`config.mk`:
```
export PLATFORM = sky130hd
export DESIGN_NAME = cache_miss_sequencer
export DESIGN_NICKNAME = d
export VERILOG_FILES = /design/src/rtl/cache_pkg.sv /design/src/rtl/cache_miss_sequencer_sat_counter.sv /design/src/rtl/cache_miss_sequencer.sv
export SDC_FILE = /design/constraint.sdc
export NUM_CORES = 1
export LEC_CHECK = 0
export ABC_AREA = 1
export CAP_MARGIN = 25
export CORE_AREA = 2 2 495 497
export CTS_CLUSTER_SIZE = 20
export DETAILED_ROUTE_END_ITERATION = 7
export DIE_AREA = 0 0 497 499
export PLACE_DENSITY_LB_ADDON = 0.25
export SLEW_MARGIN = 20
export SYNTH_ARGS = -nofsm -noshare
export SYNTH_HDL_FRONTEND = slang
export SYNTH_SLANG_ARGS = --single-unit
```
`constraint.sdc`:
```
create_clock -name clk -period 2.05 [get_ports clk]
set_input_delay 0.205 -clock clk [delete_from_list [all_inputs] [get_ports clk]]
set_output_delay 0.205 -clock clk [all_outputs]
set_load 0.01 [all_outputs]
```
`src/rtl/cache_pkg.sv`:
```
// Shared types and constants for the cache miss sequencer.
// Holds the sequencer state encoding and the default bus widths.
package cache_pkg;

  localparam int unsigned ADDR_W   = 32;
  localparam int unsigned DATA_W   = 32;
  localparam int unsigned LINE_W   = 512;
  localparam int unsigned OFFSET_W = 6;

  typedef enum logic [2:0] {
    IDLE      = 3'd0,
    LOOKUP    = 3'd1,
    MISS_WAIT = 3'd2,
    FILL      = 3'd3,
    RESP      = 3'd4
  } state_t;

endpackage

```
`src/rtl/cache_miss_sequencer_sat_counter.sv`:
```
// Saturating up-counter for hit/miss statistics.
// Ports: clk, rst_n (sync, active-low), inc (count enable), count (value, stops at all-ones).
module sat_counter #(
  parameter int unsigned CNT_W = 32
) (
  input  logic             clk,
  input  logic             rst_n,
  input  logic             inc,
  output logic [CNT_W-1:0] count
);

  // Hold at the top value instead of wrapping.
  always_ff @(posedge clk) begin
    if (!rst_n) begin
      count <= '0;
    end else if (inc && (count != {CNT_W{1'b1}})) begin
      count <= count + CNT_W'(1);
    end
  end

endmodule

```
`src/rtl/cache_miss_sequencer.sv`:
```
// Sequences CPU loads through a direct-mapped cache and main memory:
// lookup, line fetch on miss with timeout, fill, replay, respond.
// Ports:
//   cpu_req/cpu_addr in, cpu_ready/cpu_data/cpu_hit/cpu_err out   - CPU side
//   cache_lookup/cache_addr out, cache_hit/cache_rdata in          - cache read
//   cache_fill/cache_fill_line out                                 - cache line write
//   mem_req/mem_addr out, mem_valid/mem_line in                    - line fetch
//   hit_count/miss_count out                                       - saturating statistics
module cache_miss_sequencer #(
  parameter int unsigned ADDR_W      = cache_pkg::ADDR_W,
  parameter int unsigned DATA_W      = cache_pkg::DATA_W,
  parameter int unsigned LINE_W      = cache_pkg::LINE_W,
  parameter int unsigned MEM_TIMEOUT = 255,
  parameter int unsigned CNT_W       = 32
) (
  input  logic              clk,
  input  logic              rst_n,
  input  logic              cpu_req,
  input  logic [ADDR_W-1:0] cpu_addr,
  output logic              cpu_ready,
  output logic [DATA_W-1:0] cpu_data,
  output logic              cpu_hit,
  output logic              cpu_err,
  output logic              cache_lookup,
  output logic [ADDR_W-1:0] cache_addr,
  input  logic              cache_hit,
  input  logic [DATA_W-1:0] cache_rdata,
  output logic              cache_fill,
  output logic [LINE_W-1:0] cache_fill_line,
  output logic              mem_req,
  output logic [ADDR_W-1:0] mem_addr,
  input  logic              mem_valid,
  input  logic [LINE_W-1:0] mem_line,
  output logic [CNT_W-1:0]  hit_count,
  output logic [CNT_W-1:0]  miss_count
);
  import cache_pkg::*;

  // One extra value of headroom so MEM_TIMEOUT itself is representable.
  localparam int unsigned WAIT_W = $clog2(MEM_TIMEOUT + 2);

  state_t            state;
  state_t            state_nxt;
  logic              replay;
  logic [WAIT_W-1:0] wait_cnt;
  logic              timeout_c;
  logic              hit_inc_c;
  logic              miss_inc_c;

  assign timeout_c = (wait_cnt == WAIT_W'(MEM_TIMEOUT));

  // State register.
  always_ff @(posedge clk) begin
    if (!rst_n) begin
      state <= IDLE;
    end else begin
      state <= state_nxt;
    end
  end

  // Next-state and statistics strobes; replay lookups are never counted.
  always_comb begin
    state_nxt  = state;
    hit_inc_c  = 1'b0;
    miss_inc_c = 1'b0;
    case (state)
      IDLE: begin
        if (cpu_req) state_nxt = LOOKUP;
      end
      LOOKUP: begin
        if (cache_hit) begin
          state_nxt = RESP;
          hit_inc_c = !replay;
        end else begin
          state_nxt  = MISS_WAIT;
          miss_inc_c = !replay;
        end
      end
      MISS_WAIT: begin
        if (mem_valid)      state_nxt = FILL;
        else if (timeout_c) state_nxt = RESP;
      end
      FILL:    state_nxt = LOOKUP;
      RESP:    state_nxt = IDLE;
      default: state_nxt = IDLE;
    endcase
  end

  // Strobes are registered from the next state so they line up with it.
  always_ff @(posedge clk) begin
    if (!rst_n) begin
      cpu_ready       <= 1'b0;
      cpu_data        <= '0;
      cpu_hit         <= 1'b0;
      cpu_err         <= 1'b0;
      cache_lookup    <= 1'b0;
      cache_addr      <= '0;
      cache_fill      <= 1'b0;
      cache_fill_line <= '0;
      mem_req         <= 1'b0;
      mem_addr        <= '0;
      replay          <= 1'b0;
      wait_cnt        <= '0;
    end else begin
      cpu_ready    <= (state_nxt == RESP);
      cache_lookup <= (state_nxt == LOOKUP);
      cache_fill   <= (state_nxt == FILL);
      mem_req      <= (state_nxt == MISS_WAIT);
      case (state)
        IDLE: begin
          if (cpu_req) begin
            cache_addr <= cpu_addr;
            mem_addr   <= {cpu_addr[ADDR_W-1:OFFSET_W], {OFFSET_W{1'b0}}};
            replay     <= 1'b0;
          end
        end
        LOOKUP: begin
          if (cache_hit) begin
            cpu_data <= cache_rdata;
            cpu_hit  <= !replay;
            cpu_err  <= 1'b0;
          end else begin
            wait_cnt <= '0;
          end
        end
        MISS_WAIT: begin
          if (mem_valid) begin
            cache_fill_line <= mem_line;
          end else if (timeout_c) begin
            cpu_data <= '0;
            cpu_hit  <= 1'b0;
            cpu_err  <= 1'b1;
          end else begin
            wait_cnt <= wait_cnt + WAIT_W'(1);
          end
        end
        FILL: begin
          replay <= 1'b1;
        end
        default: ;
      endcase
    end
  end

  sat_counter #(.CNT_W(CNT_W)) u_hit_cnt (
    .clk   (clk),
    .rst_n (rst_n),
    .inc   (hit_inc_c),
    .count (hit_count)
  );

  sat_counter #(.CNT_W(CNT_W)) u_miss_cnt (
    .clk   (clk),
    .rst_n (rst_n),
    .inc   (miss_inc_c),
    .count (miss_count)
  );

endmodule

```
## After elaboration in Yosys (flattened, before gate mapping)

Cells that the tools add are included.
W data, S select, Z words.

- Add/subtract/negate cells: 3
- Reduce and logical (&&, ||, !) cells: 11
- Eq/ne operators: 16
- Muxes and demuxes: 27

Operators with widths:

| kind | number |
|---|---|
| $mux W32 | 3 |
| $add A32 B1 Y32 const B | 2 |
| $ne A32 B32 Y1 const B | 2 |
| $pmux W32 S2 | 1 |
| $mux W9 | 3 |
| $pmux W9 S2 | 1 |
| $eq A3 B2 Y1 const B | 4 |
| $mux W3 | 4 |
| $ne A2 B2 Y1 const B | 6 |
| $pmux W3 S4 | 1 |
| $mux W1 | 11 |
| $add A9 B1 Y9 const B | 1 |
| $eq A9 B8 Y1 const B | 1 |
| $reduce_and A4 Y1 | 2 |
| $eq A3 B1 Y1 const B | 2 |
| $pmux W1 S2 | 3 |
| $reduce_and A2 Y1 | 3 |
| $reduce_bool A2 Y1 | 2 |
| $eq A3 B3 Y1 const B | 1 |
| $logic_not A3 Y1 | 1 |
| $logic_and A1 B1 Y1 | 2 |
| $logic_not A1 Y1 | 1 |

- Bits of input ports: 581
- Bits in registers: 685
- Output and inout bits: 678
- Word-level logic and storage cells: 72

## Logic depth before layout (Yosys ltp)

- Depth in word-level cells: 5
- Depth in mapped cells: 11
- Mapped depth without buffers: 11

## By module

A second synthesis with hierarchy kept.

- Cells, all modules: 3346
- Area, all modules: 25095.3 um^2

By module, submodules not included:

| module | cells each | instances | area an instance (um^2) | sequential area each (um^2) |
|---|---|---|---|---|
| cache_miss_sequencer | 2687 | 1 | 21159.0 | 11911.4 |
| sat_counter (u_miss_cnt) | 335 | 1 | 2024.4 | 640.6 |
| sat_counter (u_hit_cnt) | 324 | 1 | 1911.8 | 640.6 |

## Worst setup path after synthesis

OpenSTA, ideal clock, no wires.

- Path type: register to register
- From: reg wait_cnt[0]
- To: reg cpu_data[18]
- Clock period less this slack: 1.756 ns
- Path buffers: 1
- Library setup time: 0.128 ns
- Arrival: 1.628 ns
- Stages on the path, launching flop included: 11
- Setup slack: 0.294 ns
- Required time: 1.922 ns
- Path through: dfxtp_1 ha_1 nand3_1 nor4_1 ha_1 nand2_1 nand2_1 nand3_4 buf_4 a22oi_1 nor2_1

- Cells in the longest elaborated chain, start to end: 3

Ends and longest elaborated chain:

| what | line | text |
|---|---|---|
| from (decl) | cache_miss_sequencer.sv:45 | `logic [WAIT_W-1:0] wait_cnt;` |
| from (signal assigned) | cache_miss_sequencer.sv:134 | `wait_cnt <= wait_cnt + WAIT_W'(1);` |
| $eq A9 B8 Y1 | cache_miss_sequencer.sv:50 | `assign timeout_c = (wait_cnt == WAIT_W'(MEM_TIMEOUT));` |
| $ne A2 B2 Y1 (no line) | -- |  |
| $reduce_and A4 Y1 (no line) | -- |  |
| to (signal assigned) | cache_miss_sequencer.sv:119 | `cpu_data <= cache_rdata;` |
| to (decl) | cache_miss_sequencer.sv:21 | `output logic [DATA_W-1:0] cpu_data,` |

Every way passes these cells.
A chain may end at the register's enable or synchronous reset.

## Worst setup path after layout

- From: reg u_hit_cnt.count[26]
- To: out hit_count[26]

RTL lines:

| what | line | text |
|---|---|---|
| from (decl) | cache_miss_sequencer_sat_counter.sv:9 | `output logic [CNT_W-1:0] count` |
| from (signal assigned) | cache_miss_sequencer_sat_counter.sv:17 | `count <= count + CNT_W'(1);` |
| to (decl) | cache_miss_sequencer.sv:34 | `output logic [CNT_W-1:0] hit_count,` |

No word-level cell between the ends.

==> results.md <==
- Post-synthesis mux area share: 0
- WP data arrival: 1760 ps
- Initial core utilization: 0.102
- Largest family of logic cells by synthesized area: simple AND/OR/NAND/NOR gates
- Top post-synthesis cells by area: dfxtp_1 (53%), nor2_1 (20%), o21ai_1 (7.3%)
- Post-synthesis register bit count: 659
- CTS max path bufs: 3
- Root buffer cell: clkbuf_16
- # IOs: approximately 1300
- Post-synth top flop: dfxtp_1
- EDFF count, synth: 0
- Part of the cycle the worst path needs: 0.958
- H-tree depth: 3
- First-pass GRT wire length: approximately 250 mm
- Num CTS Buffers: 91
- Vias/cell: approximately 3.5
- Critical-path top delay cell: clkdlybuf4s50_1
- Total Nets Final: 5211
- Worst-Skew Late Latency: 740 ps
- Start point of the worst hold path: mem_line[135]
- CTS tree: built
- Top cells by count, synth: nor2_1 (1307), dfxtp_1 (659), o21ai_1 (361), nand2_1 (208), o21ai_0 (189)
- Drt wl/cell: 23.8 um
- Vias in the first global route: approximately 28000
- Register-to-Register Setup Slack: between 100 and 150 ps
- Clock power frac: 0.493
- TritonCTS sink count: approximately 660
- Area of the die: 248000 um^2
- Critical path endpoint category: output pin
- Slew HR: 0.515
- 1st-iter DRT viols: 1593
- Complex-gate fraction of the synthesized area: 0.133
- Minimum clock period: roughly 2000 ps
- CP required: 1850 ps
- Area Overhead vs Synth: 83.2%
- Largest net degree at the start of global routing: 103
- Crit-path leading delay family: buffers and inverters
- # rows: 181
- Die Span X: roughly 500 um
- Post-synth top area cell: dfxtp_1
- Mapped Cells: 3274
- Crit Path Max Fanout: 7
- Crit path largest cell delay: 580 ps
- Most frequent cell after synthesis: nor2_1
- Setup Buffers After CTS: 0
- Synth cell types: 37
- Net Sw Power: 9.17 mW
- Max-slew violations: 0
- Leak: around 17 nW
- IO buf count: 1252
- Die H: 499 um
- WL final: 189 mm
- Layout cells sized above 1: 0.0868
- Endpoints failing hold: 0
- Register clock-pin slew on the reported worst setup and hold paths: 60 ps
- Setup violations, final: 0
- RR Startpoint: wait_cnt[1]$_SDFFE_PN0P_
- Post-synth top area share: 0.531
- Final Power: 34.5 mW
- Async S/R FF share, synth: 0
- Reg2reg path depth: 10
- End of the worst hold path: cache_fill_line[135]$_SDFFE_PN0P_
- Critical path buffers and inverters: 1
- Setup TNS: 0 ps
- Max Cap Viol: 0
- Combinational share of power: 0.119
- HP Class: in -> reg
- Final GP Congestion: approximately 0.94
- Status: finished clean
- Adder-cell area share of the yosys netlist: 0.00202
- Drt drc: 0
- Worst-margin pin slew: 727 ps
- Synth warnings: 0
- Synth Area in Simple Gates: 0.263
- F_max: between 0.5 and 0.6 GHz
- Xor-xnor portion of the synthesized cell area: 0.00353
- Power per Cell Area: between 700 and 800 nW/um^2
- Critical Setup Path Class: reg -> out
- Hold Path Depth: 3
- CP Launch Type: register
- Clk_skew: 48.8 ps
- VDD IR max: 0.524 mV
- GRT overflow: 0
- Share of power burned in registers: 0.388
- Post-DP HPWL: 159 mm
- Switching share of power: 0.265
- Initial antenna violation count: around 180
- DR vias: 27700
- Tot GR Track Use: 0.147
- Core area: between 200000 and 250000 um^2
- Antenna-violating nets left: 0
- Critical-path cell list: clkdlybuf4s50_1
- Internal power: 25.4 mW
- Synthesized area per cell: between 7 and 8 um^2
- TritonRoute pass-1 iters: 5
- Synthesized cell area: 24800 um^2
- Register area share after synthesis: 0.531
- Reg2Reg Capture Point: cpu_data[11]$_SDFFE_PN0P_
==> worst max-delay path by stage <==
stage	slack, ps	from	end	depth (start not counted)
after floorplan	290	wait_cnt[0]$_SDFFE_PN0P_	cpu_data[18]$_SDFFE_PN0P_	10
after global placement	-6	mem_valid	cache_fill_line[17]$_SDFFE_PN0P_	6
after detailed placement	-1	mem_valid	cache_fill_line[17]$_SDFFE_PN0P_	6
after CTS	0.08	cache_addr[17]$_SDFFE_PN0P_	cache_addr[17]	1
after global routing	-30	wait_cnt[1]$_SDFFE_PN0P_	cpu_data[3]$_SDFFE_PN0P_	10
final	90	u_hit_cnt.count[26]$_SDFFE_PN0P_	hit_count[26]	1
==> power groups by stage <==
stage | registers (mW) | clock network, mW | logic [mW]
after floorplan | 13.8 | 0 | 1.16
after global placement | 13.7 | 0 | 4.13
after detailed placement | 13.7 | 0 | 4.12
after CTS | 13.4 | 17.8 | 4.21
after global routing | 13.5 | 18.2 | 4.44
final | 13.4 | 17.0 | 4.11
==> tightest hold or removal path, delay by kind of cell <==
| kind | cells | cell delay, ps |
|---|---|---|
| and+or+nand+nor | 1 | 40 |
| AOI/OAI and AO/OA | 1 | 130 |
| buffers and inverters | 1 | 400 |
==> through the flow <==
step	worst slack (ps)	cell area, um^2	instances	util	hold WS, ps
2_1_floorplan	294	24800	3279	-	354
3_3_place_gp	-6.21	41700	7676	0.172	455
3_5_place_dp	-1.27	41700	7676	0.172	454
4_1_cts	0.0762	45400	7903	0.187	0.120
5_1_grt	-29.1	45400	7917	0.187	48.8
6_report	85.5	45500	7936	0.188	95.5
==> placed cells by master (no fill, tap or decap), drive strengths merged, types with 59 or more instances in the layout <==
cell type and count:
o21ai 550, buf 190, nand3 80, dlygate4sd2 142
nor2 1320, dlygate4sd3 59, nand2 214, dfxtp 659
clkbuf 128, clkdlybuf4s50 1099, inv 75
==> kinds of logic (layout without fill, tap and decap cells) <==
group           after synthesis  in the layout
xor+xnor                     10             10
compound gates              641            641
other cells                   1             39
flops                       659            659
simple gates               1650           1650
fa+ha+maj                     4              4
buf+inv                     309           1731
==> state kept, by name, summed over array words and instances (netlist names), 3 cells and up <==
signal            cells
cache_addr           32
cache_fill_line     512
cpu_data             32
state                 3
u_hit_cnt.count      32
u_miss_cnt.count     32
wait_cnt              9
==> metal layers <==
metal,share of wire,wire [um],vias to the layer above,GRT usage
met5,0.0050,938,-,0
met4,0.020,3800,148,0.0338
met3,0.11,21300,343,0.0760
met2,0.47,88700,1128,0.247
met1,0.39,74100,12800,0.164
li1,-,-,13300,-
==> layout make-up <==
class / instances / area (um^2)
antenna: 33 / 82.6
clock buffer: 128 / 2620
clock inverter: 40 / 568
fill: 27300 / 197000
inverter: 70 / 263
multi-input combinational: 2311 / 10000
sequential: 659 / 13200
tap: 3202 / 4010
timing repair buffer: 1493 / 14700
==> what timing repair did <==
action	CTS	global route
resized for setup	175	6
hold buffers	59	0
hold endpoints to repair	71	0
setup endpoints to repair	171	36
Note: power is estimated with default switching activity, not from simulation.
